`src/rtl/id_scoreboard.sv`:
```
// id_scoreboard: decode-stage issue control tracking pending load results and the single CFU op.
// Latency: stall/flush/issue are combinational from registered state and the ID/EX inputs; state updates on the next edge.
// Backpressure: stall holds PC and IF/ID and bubbles EX; flush overrides stall and never records the squashed instruction.
module id_scoreboard #(
    parameter int unsigned LOAD_BUBBLES = 1,
    parameter logic [1:0]  WB_LOAD      = 2'b01
) (
    input  logic       clk,
    input  logic       rst,
    input  logic       id_valid,
    input  logic [4:0] id_rs1,
    input  logic [4:0] id_rs2,
    input  logic       id_rs1_used,
    input  logic       id_rs2_used,
    input  logic [4:0] id_rd,
    input  logic       id_rf_en,
    input  logic [1:0] id_wb_sel,
    input  logic       id_long,
    input  logic       long_done,
    input  logic       ex_flush,
    output logic       issue_o,
    output logic       stall_o,
    output logic       flush_o,
    output logic       long_busy_o
);

    // Decode-stage hazard controls handed to the ID/EX pipeline register.
    typedef struct packed {
        logic stall;
        logic flush;
    } id_hdu_out_t;

    localparam logic [0:0] ST_IDLE = 1'b0;
    localparam logic [0:0] ST_BUSY = 1'b1;

    // Bubble count loaded for a load destination; legal values are 1..3.
    localparam logic [1:0] LOAD_CNT = LOAD_BUBBLES[1:0];

    // Per-register bubble counters; x0 has no storage and always reads as zero.
    logic [1:0]        cnt_q [1:31];
    logic [31:0][1:0]  cnt_vec;

    logic [0:0]  state_q;
    logic [4:0]  long_rd_q;

    logic        busy;
    logic        hz_s1;
    logic        hz_s2;
    logic        hz_s;
    logic        hz_l;
    logic        issue;
    logic        rec_wr;
    logic [1:0]  rec_val;
    id_hdu_out_t hdu;

    assign busy = (state_q == ST_BUSY);

    // Flatten the counters into an indexable vector with a hardwired zero for x0.
    always_comb begin
        cnt_vec    = '0;
        cnt_vec[0] = 2'b00;
        for (int r = 1; r < 32; r++) begin
            cnt_vec[r] = cnt_q[r];
        end
    end

    // Source hazards: a used, non-zero source whose producer is not yet forwardable.
    always_comb begin
        hz_s1 = id_rs1_used && (id_rs1 != 5'd0) && (cnt_vec[id_rs1] != 2'b00);
        hz_s2 = id_rs2_used && (id_rs2 != 5'd0) && (cnt_vec[id_rs2] != 2'b00);
        hz_s  = hz_s1 || hz_s2;
    end

    // Long-op hazard: RAW or WAW against the CFU destination, or a second CFU op while one is in flight.
    always_comb begin
        hz_l = busy && ((id_rs1_used && (id_rs1 == long_rd_q)) ||
                        (id_rs2_used && (id_rs2 == long_rd_q)) ||
                        (id_rf_en    && (id_rd  == long_rd_q)) ||
                        id_long);
    end

    // Output controls; flush wins over stall, and only an unstalled, unflushed instruction issues.
    always_comb begin
        hdu.flush = ex_flush;
        hdu.stall = id_valid && !ex_flush && (hz_s || hz_l);
        issue     = id_valid && !hdu.stall && !ex_flush;
    end

    assign stall_o     = hdu.stall;
    assign flush_o     = hdu.flush;
    assign issue_o     = issue;
    assign long_busy_o = busy;

    // Value recorded for the issuing destination: loads wait, everything else is forwardable at once.
    always_comb begin
        rec_wr  = issue && id_rf_en && (id_rd != 5'd0);
        rec_val = (id_wb_sel == WB_LOAD) ? LOAD_CNT : 2'b00;
    end

    // Each counter ages by one per cycle; a new issue to the same register overrides the ageing.
    for (genvar r = 1; r < 32; r++) begin : g_cnt
        always_ff @(posedge clk or posedge rst) begin
            if (rst) begin
                cnt_q[r] <= 2'b00;
            end else if (rec_wr && (id_rd == 5'(r))) begin
                cnt_q[r] <= rec_val;
            end else if (cnt_q[r] != 2'b00) begin
                cnt_q[r] <= cnt_q[r] - 2'b01;
            end
        end
    end

    // CFU tracker: enter BUSY when a long op issues, leave on its completion pulse.
    always_ff @(posedge clk or posedge rst) begin
        if (rst) begin
            state_q   <= ST_IDLE;
            long_rd_q <= 5'd0;
        end else begin
            case (state_q)
                ST_IDLE: begin
                    if (issue && id_long) begin
                        state_q   <= ST_BUSY;
                        long_rd_q <= id_rf_en ? id_rd : 5'd0;
                    end
                end
                ST_BUSY: begin
                    if (long_done) begin
                        state_q <= ST_IDLE;
                    end
                end
                default: begin
                    state_q <= ST_IDLE;
                end
            endcase
        end
    end

endmodule

```
`config.mk`:
```
export PLATFORM = sky130hd
export DESIGN_NAME = id_scoreboard
export DESIGN_NICKNAME = d
export VERILOG_FILES = /design/src/rtl/id_scoreboard.sv
export SDC_FILE = /design/constraint.sdc
export NUM_CORES = 1
export LEC_CHECK = 0
export ABC_AREA = 1
export ABC_CLOCK_PERIOD_IN_PS = 3000
export CAP_MARGIN = 20
export CORE_UTILIZATION = 58
export CTS_BUF_LIST = sky130_fd_sc_hd__clkbuf_2
export DETAILED_ROUTE_END_ITERATION = 16
export PLACE_DENSITY = 0.78
export SLEW_MARGIN = 20
export SYNTH_ARGS = -nofsm -noshare
export SYNTH_HDL_FRONTEND = slang
export SYNTH_SLANG_ARGS = --single-unit
```
`constraint.sdc`:
```
create_clock -name clk -period 3 [get_ports clk]
set_clock_uncertainty 0.05 [all_clocks]
set_input_delay 0.6 -clock clk [delete_from_list [all_inputs] [get_ports clk]]
set_output_delay 0.6 -clock clk [all_outputs]
set_load 0.005 [all_outputs]
```
; ---- Word level (Yosys, flattened, before mapping)
; Index checks and enable logic that the tools add are counted.
[totals]
reg_bits = 68
latchBits = 0
ram_bits = 0
romBits = 0
output_inout_bits = 4
word_cells = 294
n_memories = 0
[classes]
addsub = 31
multipliers = 0
div_mod_pow = 0
n_lt_le_gt_ge = 2
n_eq_ne = 35
shift = 0
n_mux = 71
bitwise = 1
reduce_logical = 121
[op_table]
columns = op, n
row1 = 2-to-1 mux 2 bit, 64
row2 = nonzero test 2 bit, 64
row3 = "== test 5 bit, second input constant", 16
row4 = "subtractor 2 x 1 -> 2 bit, second input constant", 31
row5 = logical AND 1 bit, 46
row6 = "== test 5 x 4 -> 1 bit, second input constant", 8
row7 = binary-select mux 2 bit (select 5 bit), 2
row8 = "== test 5 x 3 -> 1 bit, second input constant", 4
row9 = == test 5 bit, 3
row10 = nonzero test 5 bit, 3
row11 = "< comparator 5 x 6 -> 1 bit, second input constant", 2
row12 = "== test 5 x 2 -> 1 bit, second input constant", 2
row13 = "== test 5 x 1 -> 1 bit, second input constant", 1
row14 = logical OR 1 bit, 5
row15 = 2-to-1 mux 5 bit, 1
row16 = 2-to-1 mux 1 bit, 3
row17 = "== test 2 x 1 -> 1 bit, second input constant", 1
row18 = zero test 1 bit, 2
row19 = case mux 1 bit (2 select lines), 1
row20 = AND reduction 2 bit, 1
row21 = inverter 1 bit, 1

; ---- Logic depth before layout (Yosys ltp)
[logic_depth]
depth_word = 15
mapped_depth = 18

; ---- Least setup slack after synthesis
; No wires, ideal clock.
[synth_timing]
path_type = input -> output
startpoint = in id_rs2[1]
endpoint = out issue_o
arrival_ns = 1.763
required_time_ns = 2.350
setup_slack_ns = 0.587
stages = 13
cell_sequence = buf_4 -> inv_2 -> buf_6 -> o21ai_0 -> o211ai_1 -> nand2_1 -> nand2_1 -> nand2_1 -> nand3_1 -> nand3_2 -> nand3_2 -> nor2_4 -> buf_6
[synth_via]
elab_chain_cells = 11
[synth_lines]
columns = item, line_no
row1 = "start, declared", 12  ; input logic [4:0] id_rs2,
row2 = branches (longest 6 deep; another with binary-select mux 2 bit (select 5 bit)), -
row3 = logical OR 1 bit *, 85  ; hdu.stall = id_valid && !ex_flush && (hz_s || hz_l);
row4 = logical AND 1 bit *, 85
row5 = zero test 1 bit *, 86  ; issue = id_valid && !hdu.stall && !ex_flush;
row6 = logical AND 1 bit * (2 in a row), 86
row7 = "end, declared", 21  ; output logic issue_o,
; Mark *: on every way between the ends. The select of a mux whose other input is x is not followed.

; ---- Worst setup path in the final report
[layout_timing]
startpoint = reg cnt_q[38] (netlist bit)
endpoint = out issue_o
[layout_via]
elab_chain_cells = 10
[layout_lines]
columns = item, line_no
row1 = "start, declared", 40  ; logic [1:0] cnt_q [1:31];
row2 = "start signal, assigned by index", 106  ; cnt_q[r] <= rec_val;
row3 = "start signal, assigned by index", 108  ; cnt_q[r] <= cnt_q[r] - 2'b01;
row4 = binary-select mux 2 bit (select 5 bit) (on tied branches), "69, 70"
row5 = 2-to-1 mux 2 bit (on tied branches), "69, 70"
row6 = nonzero test 2 bit (on tied branches), "69, 70"
row7 = logical AND 1 bit (on tied branches), "69, 70"
row8 = logical OR 1 bit *, 71  ; hz_s = hz_s1 || hz_s2;
row9 = logical OR 1 bit *, 85
row10 = logical AND 1 bit *, 85
row11 = zero test 1 bit *, 86
row12 = logical AND 1 bit * (2 in a row), 86
; Mark *: on every way between the ends. The rest lies on a longest branch, timed or not. The select of a mux whose other input is x is not followed.

==> metrics.md <==
| Metric | Value |
|---|---|
| Min Tclk post-route | `about 2.8 ns` |
| Die area | `slightly below 10000 µm²` |
| Syn_area_per_cell | `about 7 µm²` |
| Global-route wire length before repair | `approximately 26 mm` |
| Rows | `34` |
| Diode count | `0` |
| Syn Nets | `around 830` |
| DR WL/cell | `around 16 µm` |
| CTS Buffer Depth | `2` |
| Slew margin rel. | `between 50% and 60%` |
| CP max FO | `2` |
| Psw | `around 0.0027 W` |
| Final Non-Filler Cells | `slightly below 1000` |
| Switching share of total power | `between 40% and 50%` |
| Critical Path Source Type | `flip-flop` |
| Post-DRT Antenna Nets | `0` |
| Status | `finished with violations` |
| RR Startpoint | `cnt_q[38]` |
| Compound-gate portion of the synthesized area | `7.879%` |
| Largest net degree at the start of global routing | `37` |
| Port Buffers | `29` |
| Crit. Startpoint | `cnt_q[38]` |
| Initial Util | `about 61%` |
| Sinks on Clock Net | `68` |
| Uppermost routed layer | `met4` |
| RSZ-0062 raised after global routing | `false` |
| Initial DRC count | `between 300 and 400` |
| Clk Latency, worst-skew pair | `about 0.52 ns` |
| TritonCTS buffer count | `9` |
| Simple-gate portion of the synthesized area | `roughly 33%` |
| Failing checks | `design-rule violations` |
| Setup CP Type | `reg -> out` |
| Asr flop ratio synth | `100.0%` |
| R2R cell count | `16` |
| Antenna violations before repair | `0` |
| Tot GR Track Use | `35.02%` |
| Logic pwr share | `58.2%` |
| Die width | `between 90 and 100 µm` |
| Post-Synth XOR/XNOR Area | `under 10%` |
| DP HPWL | `12.10 mm` |
| Final worst path period share | `94.48%` |
| Grt total ovfl | `0` |
| Final Hold Vio Count | `0` |
| Placed cell count | `935` |
| Max H-tree Level | `3` |
| DRC viols | `1` |
| Syn. warnings | `0` |
| Met1 WL | `around 6.7 mm` |
| Die height | `approximately 98 µm` |
| TNS Setup | `0 ns` |
| Slew of the pin with the lowest slew margin | `approximately 0.74 ns` |
| Ys flop type | `dfrtp_1` |
| GPL Wtd Cong | `roughly 1.0` |
| Power Dens Cells | `895.7 nW/µm²` |
| CTS root buffer | `clkbuf_2` |
| Mapped cell area | `between 5000 and 6000 µm²` |
| DP Area | `between 5000 and 6000 µm²` |
| RR Endpoint | `long_rd_q[3]` |
| Seq/Total Area, Yosys | `31.70%` |
| Met3 wire len | `about 1.2 mm` |
| Via Count | `between 5000 and 6000` |
| HP Class | `in -> reg` |
| Core outline area | `8848 µm²` |
| Final #Nets | `around 910` |
| Crit end category | `primary output` |
| Post-synth top area cell | `dfrtp_1` |
| Layout cells sized above 1 | `between 15 and 20%` |
| Number of flops mapped to enable cells by yosys | `0` |
| P_int | `0.002918 W` |
| Worst-path clk slew | `roughly 0.23 ns` |
| Yosys top cell area share | `about a third` |
| DR vias/cell | `5.632` |
| Critical path arrival | `~2.2 ns` |
| Io pins | `30` |
| Synth-to-Final Area Change | `16.92%` |
| Post-synth cell types | `27` |
| R2R setup slack | `between 0.4 and 0.5 ns` |
| Worst setup endpoint | `issue_o` |
| Clock network power share | `roughly 8.9%` |
| Hold Slack | `0.3798 ns` |
| Seq pwr share | `between 30% and 40%` |
| Max rail drop VDD | `slightly below 700 µV` |
| Area contributors post-synth | `dfrtp_1 (32%), nand2_1 (14%), inv_1 (10%)` |
| CTS tree | `built` |
| Hold-fix buffers, CTS | `0` |
| Met2 WL | `approximately 7.4 mm` |
| Fin area | `between 6000 and 7000 µm²` |
| Post-synthesis mux area share | `0%` |
| Drt pass-1 iters | `11` |
| Flop and latch count out of synthesis | `a little under 70` |
| Total Wirelength | `between 15 and 20 mm` |
| F_max | `around 350 MHz` |
| Adder-cell area share of the yosys netlist | `about 7.2%` |
| Max-cap violations | `0` |
| Number of global-route vias before repair | `between 5000 and 6000` |
| Pleak | `about 3.5 nW` |
| CP Data Required Time | `between 2 and 2.5 ns` |
| Final Setup Violations | `0` |
| Largest family of logic cells by synthesized area | `simple AND/OR/NAND/NOR gates` |
| Slew Limit Fails | `0` |
| FILL cells | `769` |
| Mapped Cells | `between 700 and 800` |
==> worst min-delay path by stage <==
stage | start | end | slack [ns] | depth (start not counted)
2_1_floorplan | long_rd_q[2] | long_rd_q[2] | 0.47 | 2
3_3_place_gp | cnt_q[39] | cnt_q[39] | 0.49 | 4
3_5_place_dp | long_busy_o | long_busy_o | 0.50 | 2
4_1_cts | rst | cnt_q[31] | 0.45 | 2
5_1_grt | id_rd[0] | long_rd_q[0] | 0.37 | 3
6_report | id_rd[0] | long_rd_q[0] | 0.38 | 3
==> cells in the final DEF (no fill, tap or decap) <==
cell / count
buf_4: 62
nand4_2: 8
inv_4: 1
o211ai_1: 2
nand4_1: 34
nand3_4: 1
inv_1: 140
dlygate4sd2_1: 3
o21ai_1: 4
ha_1: 31
buf_12: 2
o22ai_1: 6
clkinvlp_4: 3
nand3_1: 70
clkdlybuf4s50_1: 18
inv_6: 3
a21oi_1: 12
nor2_2: 3
clkbuf_2: 13
nor3_1: 16
dfrtp_2: 2
clkinv_4: 1
buf_6: 1
o21ai_0: 46
a31oi_1: 1
nand2_1: 187
xnor2_1: 12
dfrtp_1: 66
nand3_2: 5
dlymetal6s2s_1: 4
o21ai_2: 7
xor2_1: 21
clkdlybuf4s15_1: 1
nor2_1: 50
inv_2: 7
nor2_4: 8
nand2_2: 9
==> state kept, by name, indices dropped and copies added, names as in the netlist <==
| name | count |
|---|---|
| cnt_q | 62 |
| long_rd_q | 5 |
| long_busy_o | 1 |
==> area by class of cell <==
class	count	area, µm²	share of cell area (%)
Clock inverter	6	48.80	0.7775
Sequential cell	68	1704	27.15
Inverter	149	566.8	9.031
Tap cell	108	135.1	2.153
Clock buffer	10	50.05	0.7974
Timing Repair Buffer	94	798.3	12.72
Multi-Input combinational cell	533	2973	47.37
==> per-stage QoR <==
stage                     util (%)  total power (W)  worst slack, ns
after floorplan                  -         0.004056           0.5865
after global placement       67.35         0.004654          -0.5772
after detailed placement     67.35         0.004837          -0.5115
after CTS                    69.82         0.005505          -0.1039
after global routing         70.93         0.006258          0.01984
final                        70.93         0.005621           0.1655
==> timing repair <==
action	CTS	global route
resized for setup	33	22
setup buffers	9	8
pin swaps	1	7
setup endpoints to repair	2	2
==> per-layer routing <==
metal | GRT usage [%] | vias up
met4 | 15.73 | 0
li1 | - | 2623
met2 | 58.13 | 206
met5 | 0 | -
met1 | 45.40 | 2575
met3 | 5.154 | 48
==> critical path, stage by stage (launching register included) <==
cell      delay, ns
dfrtp_1        0.45
inv_1          0.10
nand2_2        0.12
nand2_1        0.08
nand3_1        0.09
nand2_1        0.08
nand3_1        0.07
nand2_1        0.06
nand2_1        0.08
nand3_4        0.10
nand3_2        0.09
buf_4          0.14
nor2_4         0.07
clkbuf_2       0.12
==> logic make-up after synthesis <==
logic type / after synthesis
adder cells (fa/ha/maj): 31
XOR/XNOR: 33
buffers and inverters: 175
AO/OA/AOI/OAI: 78
AND/OR/NAND/NOR: 391
flip-flops: 68
==> synthesized netlist by cell type (6+ instances only) <==
cell,number
a21oi_1,12
buf_6,8
clkbuf_1,7
dfrtp_1,68
ha_1,31
inv_1,144
nand2_1,194
nand3_1,73
nand4_1,34
nand4_2,8
nor2_1,57
nor3_1,16
o21ai_0,50
o22ai_1,6
xnor2_1,12
xor2_1,21
==> power by group through the flow <==
| stage | Clock (W) | Sequential (W) | Combinational [W] |
|---|---|---|---|
| 3_5_place_dp | 0 | 0.00184 | 0.00300 |
| 5_1_grt | 0.000538 | 0.00190 | 0.00382 |
| 3_3_place_gp | 0 | 0.00182 | 0.00283 |
| 6_report | 0.000500 | 0.00185 | 0.00327 |
| 2_1_floorplan | 0 | 0.00172 | 0.00234 |
| 4_1_cts | 0.000509 | 0.00184 | 0.00316 |
No activity file was read; power rests on OpenSTA's default activity.
